--- src/rtl/chargen_ctrl.sv ---
// chargen_ctrl: RFC 864 character-generator sequencer.
// Emits rotating lines of LINE_LEN printable characters (0x20..0x7E), each
// terminated by CR LF, into a FIFO write port, honouring fifo_full.
// Ports:
//   clk        rising-edge clock
//   rst        synchronous active-high reset
//   mode       00 stop, 01 continuous, 10 single line per start, 11 = 00
//   start      one-line trigger (IDLE with mode 10 only)
//   fifo_full  FIFO full flag; stalls the sequencer
//   fifo_wr    write strobe (combinational)
//   fifo_wdata write data (combinational), 0x00 in IDLE
//   busy       high whenever not IDLE
//   line_done  one-cycle pulse the cycle after LF is accepted
module chargen_ctrl #(
  parameter int unsigned LINE_LEN = 72
) (
  input  logic       clk,
  input  logic       rst,
  input  logic [1:0] mode,
  input  logic       start,
  input  logic       fifo_full,
  output logic       fifo_wr,
  output logic [7:0] fifo_wdata,
  output logic       busy,
  output logic       line_done
);

  typedef enum logic [1:0] {
    S_IDLE,
    S_CHAR,
    S_CR,
    S_LF
  } state_e;

  localparam logic [7:0] LAST_IDX = 8'(LINE_LEN - 1);

  state_e     state_q, state_d;
  logic [7:0] line_start_q, line_start_d;
  logic [7:0] cur_char_q, cur_char_d;
  logic [7:0] char_idx_q, char_idx_d;
  logic       line_done_q, line_done_d;

  function automatic logic [7:0] next_char(input logic [7:0] c);
    return (c == 8'h7E) ? 8'h20 : c + 8'd1;
  endfunction

  always_ff @(posedge clk) begin
    if (rst) begin
      state_q      <= S_IDLE;
      line_start_q <= 8'h21;
      cur_char_q   <= 8'h21;
      char_idx_q   <= '0;
      line_done_q  <= 1'b0;
    end else begin
      state_q      <= state_d;
      line_start_q <= line_start_d;
      cur_char_q   <= cur_char_d;
      char_idx_q   <= char_idx_d;
      line_done_q  <= line_done_d;
    end
  end

  always_comb begin
    state_d      = state_q;
    line_start_d = line_start_q;
    cur_char_d   = cur_char_q;
    char_idx_d   = char_idx_q;
    line_done_d  = 1'b0;
    fifo_wr      = (state_q != S_IDLE) && !fifo_full;
    fifo_wdata   = '0;

    unique case (state_q)
      S_IDLE: begin
        if (mode == 2'b01 || (mode == 2'b10 && start)) begin
          state_d    = S_CHAR;
          cur_char_d = line_start_q;
          char_idx_d = '0;
        end
      end
      S_CHAR: begin
        fifo_wdata = cur_char_q;
        if (fifo_wr) begin
          cur_char_d = next_char(cur_char_q);
          char_idx_d = char_idx_q + 8'd1;
          if (char_idx_q == LAST_IDX) state_d = S_CR;
        end
      end
      S_CR: begin
        fifo_wdata = 8'h0D;
        if (fifo_wr) state_d = S_LF;
      end
      S_LF: begin
        fifo_wdata = 8'h0A;
        if (fifo_wr) begin
          line_start_d = next_char(line_start_q);
          line_done_d  = 1'b1;
          // Continuous mode chains straight into the next line so there is
          // no idle cycle between lines; start is deliberately not looked at.
          if (mode == 2'b01) begin
            state_d    = S_CHAR;
            cur_char_d = next_char(line_start_q);
            char_idx_d = '0;
          end else begin
            state_d = S_IDLE;
          end
        end
      end
      default: state_d = S_IDLE;
    endcase
  end

  assign busy      = (state_q != S_IDLE);
  assign line_done = line_done_q;

endmodule

--- config.mk ---
export PLATFORM = sky130hd
export DESIGN_NAME = chargen_ctrl
export DESIGN_NICKNAME = d
export VERILOG_FILES = /design/src/rtl/chargen_ctrl.sv
export SDC_FILE = /design/constraint.sdc
export NUM_CORES = 1
export LEC_CHECK = 0
export CAP_MARGIN = 20
export CORE_MARGIN = 10
export CORE_UTILIZATION = 55
export DETAILED_ROUTE_END_ITERATION = 6
export GPL_TIMING_DRIVEN = 0
export PLACE_DENSITY = 0.8
export REMOVE_ABC_BUFFERS = 1
export SYNTH_ARGS = -nofsm -noshare
export SYNTH_HDL_FRONTEND = slang
export SYNTH_SLANG_ARGS = --single-unit
--- constraint.sdc ---
create_clock -name clk -period 4.4 [get_ports clk]
set_clock_uncertainty 0.05 [all_clocks]
set_input_delay 1.32 -clock clk [delete_from_list [all_inputs] [get_ports clk]]
set_output_delay 1.32 -clock clk [all_outputs]
set_load 0.02 [all_outputs]
* Word level (Yosys, flattened, before mapping)
Cells that the tools add are included.
** Word-level totals
- Memory bits (writable) :: 0
- Memories :: 0
- Word-level logic and storage cells :: 55
- Memory bits (read-only) :: 0
- Input port bits :: 6
- Latch bits :: 0
- Register bits :: 27
- Output and inout port bits :: 11
** Cells by class
- Divide/modulo/power cells :: 0
- Bitwise operators :: 1
- Shift-type cells :: 0
- Multiply operators :: 0
- Muxes and demuxes :: 21
- Add/subtract/negate cells :: 3
- Order comparisons :: 0
- Reduce and logical (&&, ||, !) cells :: 11
- Equal/unequal tests :: 14
** Operator list (number)
- two-way mux 8 bit :: 10
- case mux 8 bit (3 select lines) :: 3
- adder 8 x 1 -> 8 bit (second input constant) :: 3
- equality test 8 x 7 -> 1 bit (second input constant) :: 3
- inequality test 2 bit (second input constant) :: 6
- two-way mux 2 bit :: 5
- AND reduction 5 bit :: 2
- case mux 2 bit (4 select lines) :: 1
- equality test 2 bit (second input constant) :: 3
- equality test 2 x 1 -> 1 bit (second input constant) :: 2
- nonzero test 3 bit :: 1
- logical AND 1 bit :: 2
- zero test 2 bit :: 1
- two-way mux 1 bit :: 2
- AND reduction 2 bit :: 1
- nonzero test 2 bit :: 1
- OR reduction 2 bit :: 1
- zero test 1 bit :: 1
- logical OR 1 bit :: 1
- inverter 1 bit :: 1

* Longest topological paths before layout
Gate-level depths: netlist (run 1).
- Depth in word-level cells :: 5
- Gate-level depth with buffers :: 10

* Worst setup path before layout (run 1)
Ideal clock, no wire load.
- Kind :: reg2out
- Start point :: register state_q[1]
- End point :: output fifo_wdata[1]
- Data required time :: 3.030 ns
- Path slack :: 1.325 ns
- Cell stages (with the launch flop) :: 8
- Arrival time :: 1.705 ns
- Cell sequence :: dfxtp_1 > inv_1 > ha_1 > clkbuf_1 > buf_2 > clkbuf_1 > a21oi_1 > nor2_1
** Between the ends
- Word-level cells in the longest chain between the ends :: 2
- Elaborated cells on any way between the ends :: 4
- Classes of those cells :: 3 x eq/ne; 1 x mux
** RTL lines
- from (decl) :: line 37 : state_e state_q, state_d;
- from (signal assigned) :: line 55 : state_q <= state_d;
- equality test 2 bit / equality test 2 x 1 -> 1 bit (equally long branches) :: line 72 : unique case (state_q)
- case mux 8 bit (3 select lines) * :: line 72
- to (decl) :: line 23 : output logic [7:0] fifo_wdata,
Mark *: on every way between the ends. The rest lies on a longest branch, timed or not.

* Worst setup path after layout (run 1)
- Start point :: input fifo_full
- End point :: output fifo_wr
** Between the ends
- Word-level cells in the longest chain between the ends :: 2
** RTL lines
- from (decl) :: line 21 : input logic fifo_full,
- zero test 1 bit :: line 69 : fifo_wr = (state_q != S_IDLE) && !fifo_full;
- logical AND 1 bit :: line 69
- to (decl) :: line 22 : output logic fifo_wr,
Every way passes these cells.

==> results of run 1 <==
[final cells by class]
| class | count | area, um^2 | share of cell area (%) |
|---|---|---|---|
| Clock buffer | 3 | 22.52 | 1.125 |
| Clock inverter | 1 | 7.507 | 0.3750 |
| Inverter | 10 | 37.54 | 1.875 |
| Multi-Input combinational cell | 186 | 1179 | 58.87 |
| Sequential cell | 27 | 540.5 | 27.00 |
| Tap cell | 44 | 55.05 | 2.750 |
| Timing Repair Buffer | 16 | 160.2 | 8.000 |
[synth_stat cells, types with 2 or more instances]
library cell,n
o31ai_1,4
nand3_1,13
nor3b_1,3
nor2_1,18
nor2b_1,7
a211oi_1,3
o211ai_1,3
nand4b_1,5
and2_1,4
nand2b_1,3
o21ai_0,18
or4_1,3
and3_1,5
buf_2,4
dfxtp_1,27
ha_1,10
o221ai_1,3
o32ai_1,3
or3_1,2
inv_1,10
nand2_1,20
nand3b_1,3
nand4_1,3
clkbuf_1,10
a31oi_1,5
a21oi_1,23
nor3_1,5
[worst min-delay path by stage]
stage                              from            end  slack, ps  cells after the start
final                     char_idx_q[1]  char_idx_q[1]        430                      2
after global routing      char_idx_q[1]  char_idx_q[1]        480                      2
after CTS                 char_idx_q[1]  char_idx_q[1]        430                      2
after detailed placement  char_idx_q[1]  char_idx_q[1]        410                      2
after global placement    char_idx_q[1]  char_idx_q[1]        410                      2
after floorplan           char_idx_q[1]  char_idx_q[1]        390                      2
[logic make-up after synthesis]
logic type,count (synthesis),synth area share (%)
AND/OR/NAND/NOR,100,30.51
AO/OA/AOI/OAI,74,25.80
flip-flops,27,29.49
buffers and inverters,26,6.212
adder cells (fa/ha/maj),10,6.826
multiplexers,2,1.160
[placed cells by master, fill, tap and decap left out, drive strengths merged, types with 4 or more instances in the layout]
| cell | synthesis | final |
|---|---|---|
| dfxtp | 27 | 27 |
| a21oi | 23 | 23 |
| nand2 | 20 | 20 |
| o21ai | 20 | 20 |
| nor2 | 19 | 19 |
| clkdlybuf4s50 | 0 | 16 |
| nand3 | 13 | 13 |
| inv | 10 | 10 |
| ha | 10 | 10 |
| nor2b | 7 | 7 |
| and3 | 6 | 6 |
| nor3 | 5 | 5 |
| nand4b | 5 | 5 |
| a31oi | 5 | 5 |
| and2 | 5 | 5 |
| o31ai | 4 | 4 |
| nand4 | 4 | 4 |
[state kept, by name, indices dropped and copies added, names as in the netlist]
register and flops:
line_done 1, state_q 2, line_start_q 8, cur_char_q 8
char_idx_q 8
[stage by stage]
step	hold WS (ps)	utilization, %	power (mW)	std cells	cell area (um^2)
3_3_place_gp	407.9	63.04	0.7837	283	1972
4_1_cts	434.9	64.00	0.9077	287	2002
3_5_place_dp	414.4	63.04	0.7903	283	1972
5_1_grt	478.5	64.00	0.9763	287	2002
2_1_floorplan	388.3	-	0.6403	223	1757
6_report	433.6	64.00	0.9044	287	2002
[layer usage]
metal / wire (um) / GRT usage (%)
met3: 129 / 2.304
met5: 0 / 0
met4: 57 / 4.927
met1: 2054 / 18.41
met2: 1968 / 22.89
[critical path, stage by stage]
cell	delay, ps
clkdlybuf4s50_1	500
nor2_4	130
clkdlybuf4s50_1	620
[power breakdown]
part           switching, mW  internal, mW
clock                 0.0818        0.0350
sequential            0.0450         0.274
combinational          0.295         0.174
==> results.tsv, run 1 <==
metric	value	unit
status	finished clean	
ff2ff_setup_slack	1630	ps
crit_start	fifo_full	
hold_class	flip-flop to flip-flop	
drive_gt1_share	4.938	%
pre_cts_ws	460.6	ps
wl_per_cell	14.67	um
max_freq	0.2538	GHz
cp_max_fo	3	
worstSetupPathType	input port to output pin	
synth_top_area_share	29.49	%
vias	1738	
synth_area	0.001833	mm^2
ys_types	49	
timing.rr.start	state_q[1]	
core-area	0.003128	mm^2
synthCells	239	
n_antenna_cell	0	
setup_tns	0	ps
max-slew-margin-rel	31.33	%
synth_edf_count	0	
cp-end-kind	output pin	
grt_start_max_net_pins	32	
cts_buffers	3	
ant_nets	0	
grt.total_usage	14.13	%
die_h	77.73	um
h-tree-depth	1	
leakagePower	0.7395	nW
fill_cells	314	
critPathCapture	fifo_wr	
dp_hpwl	2950	um
yosys_warnings	0	
reg2reg_to	char_idx_q[0]	
reg2reg_depth	7	
portBuffers	16	
synth_area_leaders	dfxtp_1, ha_1, a21oi_1	
grt_pass1_vias	1616	
ctsResizeCount	0	
drt-pass1-iter-count	4	
setup_violations	0	
rsz0062_at_grt	false	
drc_errors	0	
final_hold_viol_count	0	
synth_top_area_cell	dfxtp_1	
dr.first_iter.drc_count	181	
postSynth.asyncResetShare	0	%
slew_violations	0	
drv_cap	0	
min_period_over_period	89.56	%
grt_pass1_wl	7417	um
clk_latency	350	ps
synth-seq-area-share	29.49	%
syn_avg_cell_area	7.669	um^2
worstMarginPinSlew	1027	ps
cts_setup_buffers	0	
cts_tree	yes	
hold_buffers	0	
setup_ws	459.5	ps
place_congestion	0.8483	
cp-start-kind	input port	
ir_drop	488.1	uV
cellPowerDensity	451.8	mW/mm^2
io_pins	17	
yosys_most_used_dff	dfxtp_1	
root_buffer	clkbuf_4	
fin_nets	260	
clk_pin_slew	160	ps
clock_sinks	27	
antenna_found_initial	0	
cts_max_path_buffers	2	
rows	20	
drt-total-wl	4210	um
area_growth	9.215	%
cp.required	3030	ps
die_w	77.73	um
initial_core_util	58.60	%
grt-ovfl-total	0	
min_period	3940	ps
worstPathArrival	2570	ps
ys_ff_latch	27	
die_area	0.006042	mm^2
via_per_inst	6.056	
Power figures use the tool's default switching activity.
==> inputs of run 2 (changes only) <==
Settings changed: SLEW_MARGIN set to 20.
==> results of run 2 <==
The final DEF is identical to that of run 1; final timing and power are the same.
